**src/rtl/ps2_kbd_pkg.sv**
```systemverilog
// ps2_kbd_pkg: shared constants and types for the PS/2 scan-code event path.
//   BREAK_CODE / EXT_CODE : PS/2 set-2 prefix bytes
//   prefix_state_t        : prefix FSM state encoding
//   kbd_event_t           : decoded key event {ext, brk, code}
package ps2_kbd_pkg;

  localparam logic [7:0] BREAK_CODE = 8'hF0;
  localparam logic [7:0] EXT_CODE   = 8'hE0;

  typedef enum logic [1:0] {
    IDLE    = 2'd0,
    EXT     = 2'd1,
    BRK     = 2'd2,
    EXT_BRK = 2'd3
  } prefix_state_t;

  typedef struct packed {
    logic       ext;
    logic       brk;
    logic [7:0] code;
  } kbd_event_t;

  // True for either prefix byte
  function automatic logic is_prefix(input logic [7:0] b);
    return (b == EXT_CODE) || (b == BREAK_CODE);
  endfunction

endpackage

```
**src/rtl/kbd_event_fifo.sv**
```systemverilog
// kbd_event_fifo: first-word-fall-through event FIFO.
// Ports:
//   clk, reset        : clock, async active-high reset
//   push, push_data   : write request and payload
//   pop_ready         : consumer ready; pop happens when valid && pop_ready
//   valid, head       : head entry present / head entry payload
//   count             : entries stored (0..FIFO_DEPTH)
//   overflow          : one-cycle pulse when a push was dropped
//   push_accept_c     : combinational, push request will be stored this cycle
module kbd_event_fifo
  import ps2_kbd_pkg::*;
#(
  parameter int unsigned FIFO_DEPTH = 4,
  parameter int unsigned CNT_W      = $clog2(FIFO_DEPTH) + 1,
  parameter type         entry_t    = kbd_event_t
) (
  input  logic             clk,
  input  logic             reset,
  input  logic             push,
  input  entry_t           push_data,
  input  logic             pop_ready,
  output logic             valid,
  output entry_t           head,
  output logic [CNT_W-1:0] count,
  output logic             overflow,
  output logic             push_accept_c
);

  localparam int unsigned AW = (FIFO_DEPTH > 1) ? $clog2(FIFO_DEPTH) : 1;

  entry_t             mem [FIFO_DEPTH];
  logic [AW-1:0]      wr_ptr;
  logic [AW-1:0]      rd_ptr;
  logic               pop_c;
  logic               full_c;
  logic [CNT_W-1:0]   count_next;

  // A pop frees a slot in the same cycle, so full+push+pop is accepted
  always_comb begin
    pop_c         = valid && pop_ready;
    full_c        = (count == CNT_W'(FIFO_DEPTH));
    push_accept_c = push && (!full_c || pop_c);
    count_next    = count;
    case ({push_accept_c, pop_c})
      2'b10:   count_next = count + CNT_W'(1);
      2'b01:   count_next = count - CNT_W'(1);
      default: count_next = count;
    endcase
  end

  // Storage, pointers (wrap naturally at power-of-two depth) and status
  always_ff @(posedge clk or posedge reset) begin
    if (reset) begin
      wr_ptr   <= '0;
      rd_ptr   <= '0;
      count    <= '0;
      valid    <= 1'b0;
      overflow <= 1'b0;
      for (int i = 0; i < int'(FIFO_DEPTH); i++) begin
        mem[i] <= '0;
      end
    end else begin
      if (push_accept_c) begin
        mem[wr_ptr] <= push_data;
        wr_ptr      <= wr_ptr + AW'(1);
      end
      if (pop_c) begin
        rd_ptr <= rd_ptr + AW'(1);
      end
      count    <= count_next;
      valid    <= (count_next != '0);
      overflow <= push && full_c && !pop_c;
    end
  end

  assign head = mem[rd_ptr];

endmodule

```
**src/rtl/scancode_event_decoder.sv**
```systemverilog
// scancode_event_decoder: turns a PS/2 set-2 byte stream into key events
// {code, ext, break} and queues them in a FWFT FIFO.
// Optional feature macro: KBD_TYPEMATIC_FILTER_EN drops auto-repeat presses
// of the most recently pushed key until that key is released.
// Ports:
//   clk, reset            : clock, async active-high reset
//   rx_valid, rx_data     : received byte strobe and byte
//   evt_valid, evt_ready  : FIFO head handshake
//   evt_code/ext/break    : head event fields
//   evt_count             : events stored
//   overflow              : one-cycle pulse when an event is dropped
module scancode_event_decoder
  import ps2_kbd_pkg::*;
#(
  parameter int unsigned FIFO_DEPTH = 4,
  parameter int unsigned CNT_W      = $clog2(FIFO_DEPTH) + 1
) (
  input  logic             clk,
  input  logic             reset,
  input  logic             rx_valid,
  input  logic [7:0]       rx_data,
  output logic             evt_valid,
  input  logic             evt_ready,
  output logic [7:0]       evt_code,
  output logic             evt_ext,
  output logic             evt_break,
  output logic [CNT_W-1:0] evt_count,
  output logic             overflow
);

  prefix_state_t state;
  prefix_state_t state_next;
  logic          emit_c;
  kbd_event_t    emit_evt_c;
  logic          suppress_c;
  logic          push_c;
  logic          push_accept_c;
  kbd_event_t    head;

  // Prefix state register
  always_ff @(posedge clk or posedge reset) begin
    if (reset) begin
      state <= IDLE;
    end else begin
      state <= state_next;
    end
  end

  // Prefix decode; a non-prefix byte always completes an event
  always_comb begin
    state_next      = state;
    emit_c          = 1'b0;
    emit_evt_c      = '0;
    emit_evt_c.code = rx_data;
    if (rx_valid) begin
      case (state)
        IDLE: begin
          if (rx_data == EXT_CODE) begin
            state_next = EXT;
          end else if (rx_data == BREAK_CODE) begin
            state_next = BRK;
          end else begin
            emit_c = 1'b1;
          end
        end
        EXT: begin
          if (rx_data == BREAK_CODE) begin
            state_next = EXT_BRK;
          end else if (rx_data != EXT_CODE) begin
            emit_c         = 1'b1;
            emit_evt_c.ext = 1'b1;
            state_next     = IDLE;
          end
        end
        BRK: begin
          if (!is_prefix(rx_data)) begin
            emit_c         = 1'b1;
            emit_evt_c.brk = 1'b1;
            state_next     = IDLE;
          end
        end
        EXT_BRK: begin
          if (!is_prefix(rx_data)) begin
            emit_c         = 1'b1;
            emit_evt_c.ext = 1'b1;
            emit_evt_c.brk = 1'b1;
            state_next     = IDLE;
          end
        end
        default: state_next = IDLE;
      endcase
    end
  end

`ifdef KBD_TYPEMATIC_FILTER_EN
  logic       trk_valid;
  logic       trk_ext;
  logic [7:0] trk_code;
  logic       trk_match_c;

  always_comb begin
    trk_match_c = trk_valid && (trk_ext == emit_evt_c.ext) &&
                  (trk_code == emit_evt_c.code);
    suppress_c  = emit_c && !emit_evt_c.brk && trk_match_c;
  end

  // Track the last press that actually entered the FIFO; its release clears it
  always_ff @(posedge clk or posedge reset) begin
    if (reset) begin
      trk_valid <= 1'b0;
      trk_ext   <= 1'b0;
      trk_code  <= '0;
    end else if (emit_c) begin
      if (!emit_evt_c.brk && push_accept_c) begin
        trk_valid <= 1'b1;
        trk_ext   <= emit_evt_c.ext;
        trk_code  <= emit_evt_c.code;
      end else if (emit_evt_c.brk && trk_match_c) begin
        trk_valid <= 1'b0;
      end
    end
  end
`else
  logic filter_unused;
  assign suppress_c    = 1'b0;
  assign filter_unused = push_accept_c;
`endif

  assign push_c = emit_c && !suppress_c;

  kbd_event_fifo #(
    .FIFO_DEPTH (FIFO_DEPTH),
    .CNT_W      (CNT_W),
    .entry_t    (kbd_event_t)
  ) u_fifo (
    .clk           (clk),
    .reset         (reset),
    .push          (push_c),
    .push_data     (emit_evt_c),
    .pop_ready     (evt_ready),
    .valid         (evt_valid),
    .head          (head),
    .count         (evt_count),
    .overflow      (overflow),
    .push_accept_c (push_accept_c)
  );

  assign evt_code  = head.code;
  assign evt_ext   = head.ext;
  assign evt_break = head.brk;

endmodule

```
**config.mk**
```make
export PLATFORM = sky130hd
export DESIGN_NAME = scancode_event_decoder
export DESIGN_NICKNAME = d
export VERILOG_FILES = /design/src/rtl/ps2_kbd_pkg.sv /design/src/rtl/kbd_event_fifo.sv /design/src/rtl/scancode_event_decoder.sv
export SDC_FILE = /design/constraint.sdc
export NUM_CORES = 1
export LEC_CHECK = 0
export CAP_MARGIN = 20
export CELL_PAD_IN_SITES_DETAIL_PLACEMENT = 1
export CELL_PAD_IN_SITES_GLOBAL_PLACEMENT = 2
export CORE_ASPECT_RATIO = 1.4
export CORE_MARGIN = 4
export CORE_UTILIZATION = 43
export DETAILED_ROUTE_END_ITERATION = 12
export MAX_ROUTING_LAYER = met4
export PLACE_DENSITY_LB_ADDON = 0.2
export SYNTH_ARGS = -nofsm -noshare
export SYNTH_HDL_FRONTEND = slang
export SYNTH_SLANG_ARGS = --single-unit
```
**constraint.sdc**
```tcl
create_clock -name clk -period 6.5 [get_ports clk]
set_input_delay 1.3 -clock clk [delete_from_list [all_inputs] [get_ports clk]]
set_output_delay 1.3 -clock clk [all_outputs]
set_load 0.03 [all_outputs]
```
==> impl_metrics.json, run 1 <==
{
  "required_ns": 6.68,
  "finalNonFillerCells": 238,
  "antenna_diode_count": 0,
  "relSlewSlack_pct": 55.1,
  "crit_type": "in2reg",
  "synth.yosys.warnings": 0,
  "final_layout_size_suffix_gt1_share_pct": 34.9,
  "total_standard_cell_area_after_synthesis_sq_um": 2300,
  "drt_iter0_markers": 28,
  "start_util_pct": 44.5,
  "finalHoldViolations": 0,
  "num_vias": 1278,
  "cts_hold_buf": 0,
  "clock-sinks": 51,
  "htree_depth": 2,
  "min_delay_src": "u_fifo.mem[22]",
  "timing.critical_path.max_delay_family": "simple AND/OR/NAND/NOR gates",
  "vdd.ir_drop.worst_mv": 0.230,
  "netlist-cell-type-count": 22,
  "outcome": "complete, no violations",
  "root_buffer": "sky130_fd_sc_hd__clkbuf_8",
  "syn2layout_area_growth_pct": 19.4,
  "drcViolationCount": 0,
  "total_global_route_track_usage_pct": 15.9,
  "clk_pin_slew_ns": 0.09,
  "detailed_place_hpwl_um": 3240,
  "nNetsFinal": 190,
  "worstPathCellList": "clkdlybuf4s50_1 > or4b_1 > o31a_1 > nand2_1 > ha_1 > fa_1 > mux2_2 > or3_1",
  "worst-slew-pin-transition_ns": 0.673,
  "hold_path_class": "reg2reg",
  "detailed_route_vias_per_instance": 5.37,
  "post-place-ws_ns": 2.01,
  "setup.worst_path.start_class": "input pin",
  "setup_slack_ns": 2.35,
  "drt-total-wl_um": 4610,
  "synth.avg_cell_area_sq_um": 16.3,
  "cp_data_arrival_time_ns": 4.33,
  "static-leakage-power_nw": 1.16,
  "buffer_ports.inserted": 26,
  "max_cap_violations": 0,
  "grt_pass1_wl_um": 7870,
  "grt_antenna_before_repair": 0,
  "setup_violations": 0,
  "placement_rows": 31,
  "mappedNetlistNets": 159,
  "period_share_pct": 63.8,
  "fmaxAchievable_ghz": 0.241,
  "ff2ff_path_depth": 7,
  "die_width_um": 69.8,
  "numCtsBuffers": 5,
  "timing.critical_path.slowest_stage_cell": "sky130_fd_sc_hd__or4b_1",
  "reg2reg_slack_ns": 3.85,
  "critical_path.max_fanout": 8,
  "min_delay_worst_endpoint": "u_fifo.mem[22]",
  "gp_routability_congestion": 0.680,
  "ctsResizeCount": 0,
  "number_of_placed_cells_counting_well_taps": 230,
  "core_area_sq_um": 5160,
  "routed_wire_length_per_instance_um": 19.4,
  "worstPathBufferInverterCount": 1,
  "tritoncts": "yes",
  "max_stage_delay_ns": 0.57,
  "insertion_delay_ns": 0.29,
  "power_mw": 1.50,
  "finalClockSkew_ns": 0.00418,
  "cts_setup_buffers": 0,
  "count_of_state_elements_after_synthesis": 51,
  "setup.worst_path.end_class": "flip-flop",
  "reg2reg_to": "u_fifo.valid",
  "die_area_sq_um": 6590,
  "maximum_number_of_pins_on_one_net_before_global_route_repair": 52,
  "clock_path_buffers": 2,
  "timing.final.max_slew_violations": 0,
  "firstDrtPassIters": 3,
  "setup_repair_after_global_routing_missed_its_margin": "false",
  "rr_startpoint": "u_fifo.count[1]",
  "finalSetupTns_ns": 0,
  "final.min_clock_period_ns": 4.15,
  "die_y_um": 94.5,
  "grt.overflow.total": 0,
  "cellPowerDensity_nw_per_um2": 548,
  "grt_pass1_vias": 1552,
  "min_delay_path_depth": 1,
  "gate_count_after_technology_mapping": 141,
  "top_level_ports": 27,
  "yosysSeqAreaShare_pct": 55.6,
  "final.fill_count": 502,
  "drtAntennaViolNets": 0
}
==> cells in the final DEF (no fill, tap or decap) <==
master                            synthesis  routed
sky130_fd_sc_hd__clkbuf_8                 0       5
sky130_fd_sc_hd__inv_1                    3       2
sky130_fd_sc_hd__dfrtp_1                 51      51
sky130_fd_sc_hd__or4b_1                   1       1
sky130_fd_sc_hd__clkbuf_1                 0       1
sky130_fd_sc_hd__and2_1                   1       1
sky130_fd_sc_hd__a211oi_1                 1       1
sky130_fd_sc_hd__clkdlybuf4s50_1          0      26
sky130_fd_sc_hd__buf_12                   0       1
sky130_fd_sc_hd__o31a_1                   1       1
sky130_fd_sc_hd__xnor2_1                  4       4
sky130_fd_sc_hd__nor2_1                   4       4
sky130_fd_sc_hd__mux2_2                  37      37
sky130_fd_sc_hd__and3_1                   1       1
sky130_fd_sc_hd__mux4_2                  10      10
sky130_fd_sc_hd__nand2_1                  3       3
sky130_fd_sc_hd__nand3_4                  4       4
sky130_fd_sc_hd__nand2_2                  1       1
sky130_fd_sc_hd__mux2_1                   5       5
sky130_fd_sc_hd__fa_1                     1       1
sky130_fd_sc_hd__inv_2                    0       1
sky130_fd_sc_hd__a21oi_1                  2       2
sky130_fd_sc_hd__or3_1                    1       1
sky130_fd_sc_hd__bufinv_16                0       1
sky130_fd_sc_hd__xor2_1                   2       2
sky130_fd_sc_hd__ha_1                     5       5
==> Yosys cell counts <==
master                     instances  area share [%]
sky130_fd_sc_hd__buf_1             2            0.33
sky130_fd_sc_hd__and3_1            1            0.27
sky130_fd_sc_hd__ha_1              5             2.7
sky130_fd_sc_hd__nand2_2           1            0.27
sky130_fd_sc_hd__nand3_4           4             3.1
sky130_fd_sc_hd__a211oi_1          1            0.33
sky130_fd_sc_hd__or3_1             1            0.27
sky130_fd_sc_hd__inv_1             3            0.49
sky130_fd_sc_hd__mux2_2           37              18
sky130_fd_sc_hd__nand2_1           3            0.49
sky130_fd_sc_hd__and2_1            1            0.27
sky130_fd_sc_hd__nor2_1            4            0.65
sky130_fd_sc_hd__a21oi_1           2            0.44
sky130_fd_sc_hd__o31a_1            1            0.38
sky130_fd_sc_hd__xnor2_1           4             1.5
sky130_fd_sc_hd__dfrtp_1          51              56
sky130_fd_sc_hd__mux4_2           10             9.8
sky130_fd_sc_hd__xor2_1            2            0.76
sky130_fd_sc_hd__fa_1              1            0.87
sky130_fd_sc_hd__mux2_1            5             2.5
sky130_fd_sc_hd__buf_6             1            0.49
sky130_fd_sc_hd__or4b_1            1            0.44
==> registers in the layout, indices dropped and copies added, names as in the netlist <==
| name | cells |
|---|---|
| u_fifo.mem | 40 |
| u_fifo.count | 3 |
| state | 2 |
| u_fifo.rd_ptr | 2 |
| u_fifo.wr_ptr | 2 |
| u_fifo.overflow | 1 |
| u_fifo.valid | 1 |
==> stage by stage <==
step | util (%) | instance area (sq um) | hold slack [ns]
finish | 53.2 | 2740 | 0.498
global route | 53.2 | 2740 | 0.528
CTS | 52.8 | 2720 | 0.505
detailed placement | 50.8 | 2620 | 0.485
global placement | 50.8 | 2620 | 0.470
floorplan | - | 2300 | 0.459
==> layout make-up <==
cell class	count	area [sq um]	share of cell area [%]
sequential	51	1280	46.5
multi-input combinational	84	991	36.1
timing repair buffer	27	280	10.2
tap	66	82.6	3.01
clock buffer	6	72.6	2.64
clock inverter	1	30.0	1.09
inverter	3	11.3	0.410
==> worst reg2reg max path: stages (launching register included) <==
cell	delay (ns)
sky130_fd_sc_hd__dfrtp_1	0.43
sky130_fd_sc_hd__a211oi_1	0.39
sky130_fd_sc_hd__nand2_2	0.24
sky130_fd_sc_hd__nand2_1	0.19
sky130_fd_sc_hd__ha_1	0.22
sky130_fd_sc_hd__fa_1	0.42
sky130_fd_sc_hd__mux2_2	0.28
sky130_fd_sc_hd__or3_1	0.37
==> metal layers <==
layer / part of all wire (%) / track usage (%)
met5: 0 / -
met1: 37 / 16.3
met4: 1.0 / 3.83
met3: 2.7 / 3.19
met2: 59 / 30.8
==> power by group <==
part	internal (mW)	total [mW]	switching, mW	leakage (nW)
sequential	0.467	0.588	0.121	0.616
combinational	0.382	0.707	0.324	0.488
clock	0.113	0.209	0.0964	0.0513
==> how the worst max path moves through the flow <==
stage	from	endpoint	slack [ns]	cells past startpoint
final	rx_data[0]	u_fifo.valid	2.35	8
after global routing	rx_data[0]	u_fifo.valid	2.21	8
after CTS	rx_data[0]	u_fifo.valid	2.32	8
after detailed placement	rx_data[0]	u_fifo.valid	2.01	8
after global placement	rx_data[0]	u_fifo.valid	2.10	8
after floorplan	rx_data[0]	u_fifo.valid	2.79	8
==> cells by family (layout without fill, tap and decap cells) <==
logic type	count (synthesis)	after routing	synth area share (%)
mux	52	52	30.4
buf+inv	6	37	1.31
simple gates	16	16	5.72
xor+xnor	6	6	2.29
compound gates	4	4	1.14
flops	51	51	55.6
fa+ha+maj	6	6	3.59
Note: power is estimated with default switching activity, not from simulation.
==> run 2, diff against run 1 <==
--- a/config.mk
+++ b/config.mk
@@ -10,7 +10,7 @@
 export CELL_PAD_IN_SITES_GLOBAL_PLACEMENT = 2
 export CORE_ASPECT_RATIO = 1.4
 export CORE_MARGIN = 4
-export CORE_UTILIZATION = 43
+export CORE_UTILIZATION = 36
 export DETAILED_ROUTE_END_ITERATION = 12
 export MAX_ROUTING_LAYER = met4
 export PLACE_DENSITY_LB_ADDON = 0.2
==> constraint.sdc (replaced) <==
create_clock -name clk -period 3.3 [get_ports clk]
set_input_delay 0.66 -clock clk [delete_from_list [all_inputs] [get_ports clk]]
set_output_delay 0.66 -clock clk [all_outputs]
set_load 0.03 [all_outputs]
==> impl_metrics.json, run 2 (synthesis gave the netlist of run 1 again) <==
{
  "setup.worst_path.end_class": "flip-flop",
  "power_mw": 2.98,
  "clk_pin_slew_ns": 0.09,
  "drt_iter0_markers": 47,
  "fmaxAchievable_ghz": 0.317,
  "setup_violations": 0,
  "total_global_route_track_usage_pct": 14.9,
  "die_y_um": 103,
  "finalNonFillerCells": 253,
  "finalSetupTns_ns": 0,
  "required_ns": 3.48,
  "final_area_sq_um": 2810,
  "period_share_pct": 95.7,
  "drt-total-wl_um": 4870,
  "numCtsBuffers": 5,
  "top_level_ports": 27,
  "max_stage_delay_ns": 0.56,
  "max_cap_violations": 0,
  "vdd.ir_drop.worst_mv": 0.417,
  "max_flop_register": "u_fifo.mem",
  "cts_hold_buf": 0,
  "fin_worst_hold_slack_ns": 0.504,
  "syn2layout_area_growth_pct": 22.3,
  "die_width_um": 75.5,
  "static-leakage-power_nw": 1.19,
  "clock_path_buffers": 2,
  "root_buffer": "sky130_fd_sc_hd__clkbuf_8",
  "timing.critical_path.slowest_stage_cell": "sky130_fd_sc_hd__or4b_1",
  "hold_path_class": "reg2reg",
  "grt_antenna_before_repair": 0,
  "largest_reg_flops": 40,
  "crit_type": "in2reg",
  "htree_depth": 2,
  "placement_rows": 34,
  "die_area_sq_um": 7740,
  "finalHoldViolations": 0,
  "start_util_pct": 37.0,
  "worstPathCellList": "clkdlybuf4s50_1 > or4b_1 > o31a_1 > nand2_1 > ha_1 > fa_1 > mux2_2 > or3_1",
  "final.min_clock_period_ns": 3.16,
  "number_of_placed_cells_counting_well_taps": 244,
  "detailed_place_hpwl_um": 3550,
  "grt_pass1_wl_um": 8130,
  "core_area_sq_um": 6210,
  "routed_wire_length_per_instance_um": 19.3,
  "cp_data_arrival_time_ns": 3.34,
  "grt_pass1_vias": 1571,
  "met2_global_route_usage_pct": 26.3,
  "buffer_ports.inserted": 26,
  "critical_path.max_fanout": 5,
  "finalClockSkew_ns": 0.00663,
  "clock-sinks": 51,
  "post-place-ws_ns": -0.207,
  "timing.final.max_slew_violations": 0,
  "num_vias": 1310,
  "reg.largest.list": "u_fifo.mem x40, u_fifo.count x3",
  "postPlaceCellArea_sq_um": 2690,
  "final_layout_size_suffix_gt1_share_pct": 38.1,
  "ctsResizeCount": 0,
  "detailed_route_vias_per_instance": 5.18,
  "global_route.peak_usage_layer": "met2",
  "gr-usage-met1_pct": 16.3,
  "final_core_util_pct": 45.2,
  "firstDrtPassIters": 2,
  "grtUsageMet3_pct": 2.93,
  "drcViolationCount": 0,
  "tritoncts": "yes",
  "cts_setup_buffers": 0,
  "maximum_number_of_pins_on_one_net_before_global_route_repair": 52,
  "insertion_delay_ns": 0.30,
  "gp_routability_congestion": 0.693,
  "setup_slack_ns": 0.141,
  "cellPowerDensity_nw_per_um2": 1060,
  "relSlewSlack_pct": 71.0,
  "worst-slew-pin-transition_ns": 0.435,
  "final.fill_count": 635,
  "nNetsFinal": 198,
  "setup_repair_after_global_routing_missed_its_margin": "false",
  "layout.cells.most_common": "sky130_fd_sc_hd__dfrtp_1",
  "outcome": "complete, no violations",
  "drtAntennaViolNets": 0,
  "setup.worst_path.start_class": "input pin",
  "grt.overflow.total": 0,
  "antenna_diode_count": 0,
  "final_cell_mix": "sky130_fd_sc_hd__dfrtp_1 (51), sky130_fd_sc_hd__mux2_2 (37), sky130_fd_sc_hd__clkdlybuf4s50_1 (26)"
}
==> run 2: worst paths after layout <==
path / slack [ns] / endpoint / startpoint / cells after the start
min reg2reg: 0.50 / u_fifo.mem[22] / u_fifo.mem[22] / 1
max in group asynchronous: 2.23 / u_fifo.mem[10] / reset / 3
max: 0.14 / u_fifo.valid / rx_data[0] / 8
max reg2reg: 0.98 / u_fifo.valid / u_fifo.count[1] / 7
min: 0.50 / u_fifo.mem[22] / u_fifo.mem[22] / 1
min in group asynchronous: 0.58 / u_fifo.mem[17] / reset / 2
==> run 2: routing by layer <==
metal | vias up | share of wire [%]
met5 | - | 0
met1 | 691 | 40
met4 | 0 | 1.8
met3 | 7 | 2.3
met2 | 24 | 56
li1 | 588 | -
==> run 2: worst max-delay path, delay by kind of cell <==
| kind | cells | cell delay [ns] |
|---|---|---|
| and+or+nand+nor | 3 | 1.01 |
| adders and majority gates | 2 | 0.60 |
| buffers and inverters | 1 | 0.47 |
| AOI/OAI and AO/OA | 1 | 0.31 |
| muxes | 1 | 0.28 |
==> run 2: final cells by class <==
cell class                 count  area, sq um  share of cell area, %
clock buffer                   8          100                   3.56
inverter                       3         11.3                  0.401
multi-input combinational     84          991                   35.3
sequential                    51         1280                   45.4
tap                           72         90.1                   3.21
timing repair buffer          35          340                   12.1
==> run 2: where the power goes <==
part	total [mW]	switching (mW)	leakage (nW)	internal (mW)
Clock	0.389	0.197	0.0515	0.192
Sequential	1.12	0.202	0.616	0.920
Combinational	1.47	0.682	0.527	0.787
Total	2.98	1.08	1.19	1.90
